**src/rtl/sr_cmd_pkg.sv**
```systemverilog
// Shared definitions for the SR command generator: FSM encoding and SR command codes.
package sr_cmd_pkg;

    typedef enum logic [1:0] {
        IDLE  = 2'b00,
        DRIVE = 2'b01,
        CHECK = 2'b10
    } state_e;

    localparam logic [1:0] SR_HOLD = 2'b00;
    localparam logic [1:0] SR_SET  = 2'b10;
    localparam logic [1:0] SR_CLR  = 2'b01;

    function automatic logic [1:0] srForTarget(input logic target);
        return target ? SR_SET : SR_CLR;
    endfunction

endpackage

```
**src/rtl/sr_debounce.sv**
```systemverilog
// Button front end: 2-flop synchronizer, consecutive-high debounce counter and re-arm lock.
// Emits a single-cycle registered pulse per qualified press.
module sr_debounce #(
    parameter int unsigned DB_CYCLES = 4
) (
    input  logic clk_i,
    input  logic rst_ni,
    input  logic btn_i,
    output logic press_o
);

    localparam logic [7:0] CNT_LAST = 8'(DB_CYCLES - 1);

    logic       sync1_q;
    logic       sync2_q;
    logic [7:0] dbCnt_q;
    logic [7:0] dbCnt_d;
    logic       locked_q;
    logic       locked_d;
    logic       press_q;
    logic       press_d;

    always_ff @(posedge clk_i or negedge rst_ni) begin
        if (!rst_ni) begin
            sync1_q <= 1'b0;
            sync2_q <= 1'b0;
        end else begin
            sync1_q <= btn_i;
            sync2_q <= sync1_q;
        end
    end

    // The lock holds off further pulses until the synchronized level has been seen low.
    always_comb begin
        dbCnt_d  = dbCnt_q;
        locked_d = locked_q;
        press_d  = 1'b0;
        if (!sync2_q) begin
            dbCnt_d  = 8'd0;
            locked_d = 1'b0;
        end else if (!locked_q) begin
            if (dbCnt_q == CNT_LAST) begin
                press_d  = 1'b1;
                locked_d = 1'b1;
                dbCnt_d  = 8'd0;
            end else begin
                dbCnt_d = dbCnt_q + 8'd1;
            end
        end
    end

    always_ff @(posedge clk_i or negedge rst_ni) begin
        if (!rst_ni) begin
            dbCnt_q  <= 8'd0;
            locked_q <= 1'b0;
            press_q  <= 1'b0;
        end else begin
            dbCnt_q  <= dbCnt_d;
            locked_q <= locked_d;
            press_q  <= press_d;
        end
    end

    assign press_o = press_q;

endmodule

```
**src/rtl/sr_cmd_gen.sv**
```systemverilog
// Turns debounced set/clear button presses into one-cycle SR commands and confirms them
// against the flip-flop feedback, counting confirmed commands and flagging timeouts.
module sr_cmd_gen
    import sr_cmd_pkg::*;
#(
    parameter int unsigned DB_CYCLES  = 4,
    parameter int unsigned TMO_CYCLES = 3
) (
    input  logic       clk_i,
    input  logic       rst_ni,
    input  logic       set_btn_i,
    input  logic       clr_btn_i,
    input  logic       q_fb_i,
    output logic [1:0] sr_o,
    output logic       busy_o,
    output logic       err_o,
    output logic [7:0] cmd_cnt_o
);

    localparam logic [3:0] TMO_LAST = 4'(TMO_CYCLES - 1);

    logic       setPress;
    logic       clrPress;

    state_e     state_q;
    state_e     state_d;
    logic       target_q;
    logic       target_d;
    logic [3:0] tmoCnt_q;
    logic [3:0] tmoCnt_d;
    logic [1:0] sr_q;
    logic [1:0] sr_d;
    logic       busy_q;
    logic       busy_d;
    logic       err_q;
    logic       err_d;
    logic [7:0] cmdCnt_q;
    logic [7:0] cmdCnt_d;

    sr_debounce #(.DB_CYCLES(DB_CYCLES)) u_set_db (
        .clk_i  (clk_i),
        .rst_ni (rst_ni),
        .btn_i  (set_btn_i),
        .press_o(setPress)
    );

    sr_debounce #(.DB_CYCLES(DB_CYCLES)) u_clr_db (
        .clk_i  (clk_i),
        .rst_ni (rst_ni),
        .btn_i  (clr_btn_i),
        .press_o(clrPress)
    );

    // Presses arriving outside IDLE, or both at once, are simply dropped.
    always_comb begin
        state_d  = state_q;
        target_d = target_q;
        tmoCnt_d = tmoCnt_q;
        err_d    = err_q;
        cmdCnt_d = cmdCnt_q;
        case (state_q)
            IDLE: begin
                if (setPress ^ clrPress) begin
                    target_d = setPress;
                    state_d  = DRIVE;
                end
            end
            DRIVE: begin
                tmoCnt_d = 4'd0;
                state_d  = CHECK;
            end
            CHECK: begin
                if (q_fb_i == target_q) begin
                    cmdCnt_d = cmdCnt_q + 8'd1;
                    state_d  = IDLE;
                end else if (tmoCnt_q == TMO_LAST) begin
                    err_d   = 1'b1;
                    state_d = IDLE;
                end else begin
                    tmoCnt_d = tmoCnt_q + 4'd1;
                end
            end
            default: state_d = IDLE;
        endcase

        sr_d   = (state_d == DRIVE) ? srForTarget(target_d) : SR_HOLD;
        busy_d = (state_d != IDLE);
    end

    always_ff @(posedge clk_i or negedge rst_ni) begin
        if (!rst_ni) begin
            state_q  <= IDLE;
            target_q <= 1'b0;
            tmoCnt_q <= 4'd0;
            sr_q     <= SR_HOLD;
            busy_q   <= 1'b0;
            err_q    <= 1'b0;
            cmdCnt_q <= 8'd0;
        end else begin
            state_q  <= state_d;
            target_q <= target_d;
            tmoCnt_q <= tmoCnt_d;
            sr_q     <= sr_d;
            busy_q   <= busy_d;
            err_q    <= err_d;
            cmdCnt_q <= cmdCnt_d;
        end
    end

    assign sr_o      = sr_q;
    assign busy_o    = busy_q;
    assign err_o     = err_q;
    assign cmd_cnt_o = cmdCnt_q;

endmodule

```
**config.mk**
```make
export PLATFORM = sky130hd
export DESIGN_NAME = sr_cmd_gen
export DESIGN_NICKNAME = d
export VERILOG_FILES = /design/src/rtl/sr_cmd_pkg.sv /design/src/rtl/sr_debounce.sv /design/src/rtl/sr_cmd_gen.sv
export SDC_FILE = /design/constraint.sdc
export NUM_CORES = 1
export LEC_CHECK = 0
export CAP_MARGIN = 0
export CORE_ASPECT_RATIO = 0.6
export CORE_MARGIN = 2
export CORE_UTILIZATION = 45
export CTS_BUF_LIST = sky130_fd_sc_hd__clkbuf_8
export DETAILED_ROUTE_END_ITERATION = 8
export PLACE_DENSITY = 0.67
export SYNTH_ARGS = -nofsm -noshare
export SYNTH_HDL_FRONTEND = slang
export SYNTH_SLANG_ARGS = --single-unit
```
**constraint.sdc**
```tcl
create_clock -name clk_i -period 1.73 [get_ports clk_i]
set_input_delay 0.173 -clock clk_i [delete_from_list [all_inputs] [get_ports clk_i]]
set_output_delay 0.173 -clock clk_i [all_outputs]
set_load 0.1 [all_outputs]
```
# Yosys cells after proc, flatten, opt, wreduce, memory -nomap -nowiden
# Index checks and enable logic that the tools add are counted.
[word_totals]
regBits = 43
latch_bits = 0
ram_bits = 0
romBits = 0
inputBits = 5
out_inout_bits = 12
elab_cells = 67
memories = 0
[classes]
n_addsub = 4
multipliers = 0
div = 0
order_cmp = 0
eq_ne = 11
shift = 0
muxes = 27
bitwise = 2
reduce_logical = 6
[op_table]
columns = ["cell", "count"]
rows = [
  ["$mux 8", 6],
  ["$add 8x1->8 const B", 3],
  ["$eq 8x2->1 const B", 2],
  ["$mux 1", 12],
  ["$mux 2", 5],
  ["$mux 4", 2],
  ["$ne 2x2->1 const B", 4],
  ["$pmux 4 s2", 1],
  ["$pmux 2 s3", 1],
  ["$reduce_and 3->1", 2],
  ["$add 4x1->4 const B", 1],
  ["$eq 2x1->1 const B", 2],
  ["$eq 4x2->1 const B", 1],
  ["$reduce_bool 2->1", 2],
  ["$eq 2x2->1 const B", 1],
  ["$logic_not 2->1", 1],
  ["$reduce_and 2->1", 1],
  ["$eq 1x1->1", 1],
  ["$not 1->1", 1],
  ["$xor 1x1->1", 1],
]

# Logic depth before layout (Yosys ltp)
[logic_depth]
ltp_word = 6
ltp_mapped = 7
mapped_depth_nobuf = 6

# Modules after synthesis
# Synthesis repeated with hierarchy kept, for this count alone.
[unflattened]
cells_unflattened = 176
hier_area_um2 = 2038.2
[by_module_without_submodules]
columns = ["module", "n_inst", "cells_each", "area_per_inst_um2", "seq_area_each_um2"]
rows = [
  ["sr_debounce", 2, 52, 596.8, 300.3],
  ["sr_cmd_gen", 1, 72, 844.6, 475.5],
]

# Worst setup path after synthesis
# No wires, ideal clock.
[synth_path]
kind = "register to register"
startpoint = "register cmdCnt_q[2], in the netlist cmd_cnt_o[2]"
endpoint = "register cmdCnt_q[5], in the netlist cmd_cnt_o[5]"
setup_ns = 0.158
arrival_ns = 1.693
required_time_ns = 1.572
setup_slack_ns = -0.121
stages_incl_launch_ff = 5
path_buffers = 0
period_less_slack_ns = 1.851
path_cell_list = "dfrtp_1 > nand3_1 > nor3_1 > nand3_1 > xnor2_1"
[synth_via]
elab_chain_len = 1
[synth_rtl]
columns = ["item", "line_no", "source"]
rows = [
  ["from (decl)", "sr_cmd_gen.sv:37", "logic [7:0] cmdCnt_q;"],
  ["from (signal assigned)", "sr_cmd_gen.sv:106", "cmdCnt_q <= cmdCnt_d;"],
  ["$add 8x1->8", "sr_cmd_gen.sv:74", "cmdCnt_d = cmdCnt_q + 8'd1;"],
]
# Every way passes these cells.
# A chain may end at the register's enable or synchronous reset.

# Worst setup path after layout
[layout_path]
startpoint = "register tmoCnt_q[0]"
endpoint = "register busy_q, in the netlist busy_o"
[layout_via]
elab_chain_len = 5
[layout_rtl]
columns = ["item", "line_no", "source"]
rows = [
  ["from (decl)", "sr_cmd_gen.sv:29", "logic [3:0] tmoCnt_q;"],
  ["from (signal assigned)", "sr_cmd_gen.sv:102", "tmoCnt_q <= tmoCnt_d;"],
  ["$eq 4x2->1", "sr_cmd_gen.sv:76", "end else if (tmoCnt_q == TMO_LAST) begin"],
  ["$mux 2", "sr_cmd_gen.sv:76", ""],
  ["$mux 2", "sr_cmd_gen.sv:73", "if (q_fb_i == target_q) begin"],
  ["$pmux 2 s3", "sr_cmd_gen.sv:61", "case (state_q)"],
  ["via state_d[1]", "sr_cmd_gen.sv:26", "state_e state_d;"],
  ["$reduce_bool 2->1", "sr_cmd_gen.sv:87", "busy_d = (state_d != IDLE);"],
  ["via busy_d", "sr_cmd_gen.sv:34", "logic busy_d;"],
  ["to (signal assigned)", "sr_cmd_gen.sv:104", "busy_q <= busy_d;"],
  ["to (decl)", "sr_cmd_gen.sv:33", "logic busy_q;"],
]
# The timed path passes the listed nets, and every way through them passes these cells.

==> impl_metrics.tcl <==
set metrics [dict create \
    outcome "finished clean" \
    leakagePower_nw 1.05 \
    internal_power_mw 1.95 \
    layout.nets 207 \
    yosysMostFrequentCell "dfrtp_1" \
    max_freq_ghz 0.626 \
    p_sw_frac 0.428 \
    synth_area_leaders "dfrtp_1 (56%), nand3_1 (3.6%), ha_1 (3.3%), xnor2_1 (3.2%), xor2_1 (3.2%)" \
    path_max_fanout 7 \
    vdd_drop_max_mv 0.606 \
    drive_above_1_share 0.207 \
    yosys_warnings 0 \
    netlist_area_um2 1920 \
    syn_area_per_cell_um2 11.3 \
    synth_largest_area_cell "dfrtp_1" \
    synth_common_cells "dfrtp_1 (43), nand3_1 (14), nand2_1 (12), o21ai_0 (8)" \
    drc 0 \
    antenna_cells 0 \
    crit_type "flip-flop to flip-flop" \
    numCtsBuffers 5 \
    setup_tns_ns 0 \
    syn_to_final_growth_pct 20.2 \
    finalPower_mw 3.41 \
    hold_violations 0 \
    die_w_um 88.4 \
    crit_arrival_ns 1.77 \
    synth_edf_count 0 \
    post-route-period-util 0.924 \
    cts.clk_slew.worst_paths_ns 0.08 \
    hpwl_mm 2.50 \
    synthCells 171 \
    overflow 0 \
    placement_rows 18 \
    start_kind "flip-flop" \
    cts_root_buf "clkbuf_8" \
    r2r_slack_ns 0.13 \
    synth_flop_cell "dfrtp_1" \
    drt.antenna.violating_nets 0 \
    wirelength_mm 3.41 \
    drt_pass1_iterations 4 \
    maxCapViolations 0 \
    hold_class "primary input to flip-flop" \
    p_clk_frac 0.182 \
    wl_per_cell_um 13.2 \
    setup_viol 0 \
    min_period_ns 1.60 \
    grt_pass1_wl_mm 6.18 \
    ys_seq_area_frac 0.559 \
    synth_fp_nets 181 \
    cts_tree "yes" \
    endpoint_kind "flip-flop" \
    ioPinCount 17 \
    r2r-end "busy_o$_DFF_PN0_" \
    die_h_um 54.7 \
    ys_ff_latch 43 \
    required_ns 1.91 \
    floorplan.initialDensity 0.469 \
    hold_depth 1 \
    min_to "u_clr_db.sync1_q$_DFF_PN0_" \
    design_area_um2 2310 \
    dpl_cell_area_um2 2200 \
    ys_types 38 \
    vias_per_cell 5.29 \
    hp-start "clr_btn_i" \
    rr_worst_depth 6 \
    port_buffers 16 \
    cts_sinks 43 \
    clock_skew_ns 0.00549 \
    grt_usage 0.172 \
    clockBufferDepth 2 \
    initialDrtViolationCount 78 \
    grt_antenna_before_repair 0 \
    synth_largest_type_area_fraction 0.559 \
    rsz0062_at_grt "no" \
    seq_power_share 0.433 \
    clock_latency_ns 0.29 \
    grt_max_degree 25 \
    setup_slack_ns 0.131 \
    r2r-start "tmoCnt_q[0]$_DFFE_PN0P_" \
    async_flop_share 1.00 \
    die-area_um2 4830 \
    place_ws_ns 0.0318 \
    h-tree-depth 2 \
    worst_path_max_delay_cell "dfrtp_1" \
    post_cts_buffers 0 \
    p_per_area_nw_per_um2 1480 \
    power_switching_mw 1.46 \
    comb_power_share 0.385 \
    maxSlewViolCount 0 \
    first_global_vias 1361 \
    tightest_slew_ns 0.488 \
    final_util 0.564 \
    slew_headroom 0.675 \
    vias 1366 \
    crit_chain "inv_1, ha_1, nor3b_1, or3_4, nand2_1, or2_2" \
    place_congestion 0.872 \
    cpPeakStageDelay_ns 0.43 \
    core-area_um2 4100 \
]
## area by class of cell
cell class / instances / area, um^2
Fill cell: 353 / 1790
Sequential cell: 43 / 1080
Multi-Input combinational cell: 122 / 835
Timing Repair Buffer: 22 / 223
Tap cell: 60 / 75.1
Clock buffer: 5 / 68.8
Clock inverter: 3 / 20.0
Inverter: 3 / 11.3
## critical path: cells and delay by family (launching register included)
family | cells | cell delay [ns]
fa+ha+maj | 1 | 0.13
buf+inv | 1 | 0.08
flops | 1 | 0.43
simple gates | 4 | 0.85
## worst max-delay path by stage
stage,endpoint,start
2_1_floorplan,cmd_cnt_o[6]$_DFFE_PN0P_,cmd_cnt_o[4]$_DFFE_PN0P_
3_3_place_gp,tmoCnt_q[2]$_DFFE_PN0P_,q_fb_i
3_5_place_dp,tmoCnt_q[2]$_DFFE_PN0P_,q_fb_i
4_1_cts,busy_o$_DFF_PN0_,tmoCnt_q[0]$_DFFE_PN0P_
5_1_grt,busy_o$_DFF_PN0_,tmoCnt_q[0]$_DFFE_PN0P_
6_report,busy_o$_DFF_PN0_,tmoCnt_q[0]$_DFFE_PN0P_
## per-stage QoR
stage | hold WS (ns) | cells
floorplan | -0.123 | 171
global placement | 0.151 | 249
detailed placement | 0.167 | 249
CTS | 0.312 | 258
global route | 0.308 | 258
finish | 0.320 | 258
## state kept, by name (all words and copies together), names as in the netlist, 2 cells and up
signal	flops
u_clr_db.dbCnt_q	8
state_q	2
cmd_cnt_o	8
u_set_db.dbCnt_q	8
tmoCnt_q	4
sr_o	2
## routing by layer
layer	part of all wire	global-route usage	vias up
met4	0.0050	0.0556	0
met2	0.44	0.266	24
met1	0.51	0.235	675
li1	-	-	663
met5	0	0	-
met3	0.045	0.0513	4
## placed cells by master (no fill, tap or decap), drive strengths merged, types with 2 or more instances in the layout
| master | count |
|---|---|
| a21boi | 2 |
| a21oi | 7 |
| a22o | 2 |
| a31oi | 3 |
| and2 | 4 |
| and3 | 5 |
| buf | 18 |
| clkbuf | 5 |
| clkdlybuf4s50 | 3 |
| clkinvlp | 2 |
| dfrtp | 43 |
| ha | 5 |
| inv | 3 |
| mux2 | 2 |
| mux2i | 3 |
| nand2 | 12 |
| nand2b | 6 |
| nand3 | 14 |
| nand4 | 4 |
| nor2 | 6 |
| nor2b | 2 |
| nor3 | 5 |
| nor4b | 4 |
| o21ai | 8 |
| or2 | 2 |
| or2b | 2 |
| or3 | 2 |
| xnor2 | 7 |
| xor2 | 7 |
## cell families after synthesis
logic type,count (synthesis),synth area share
adder cells (fa/ha/maj),5,0.0325
flip-flops,43,0.559
multiplexers,5,0.0273
buffers and inverters,6,0.0162
XOR/XNOR,14,0.0637
AO/OA/AOI/OAI,28,0.0982
AND/OR/NAND/NOR,70,0.203
## power by group through the flow
stage	clock (mW)	sequential [mW]	combinational, mW
2_1_floorplan	0	1.93	0.462
3_3_place_gp	0	1.47	1.26
3_5_place_dp	0	1.49	1.29
4_1_cts	0.648	1.47	1.30
5_1_grt	0.700	1.52	1.43
6_report	0.621	1.48	1.31
## repair_timing
action | in CTS | in global routing
endpoints found under the setup margin | 0 | 7
hold buffers | 1 | 0
hold endpoints to repair | 19 | 0
gates resized for setup | 0 | 5
Power figures use the tool's default switching activity.
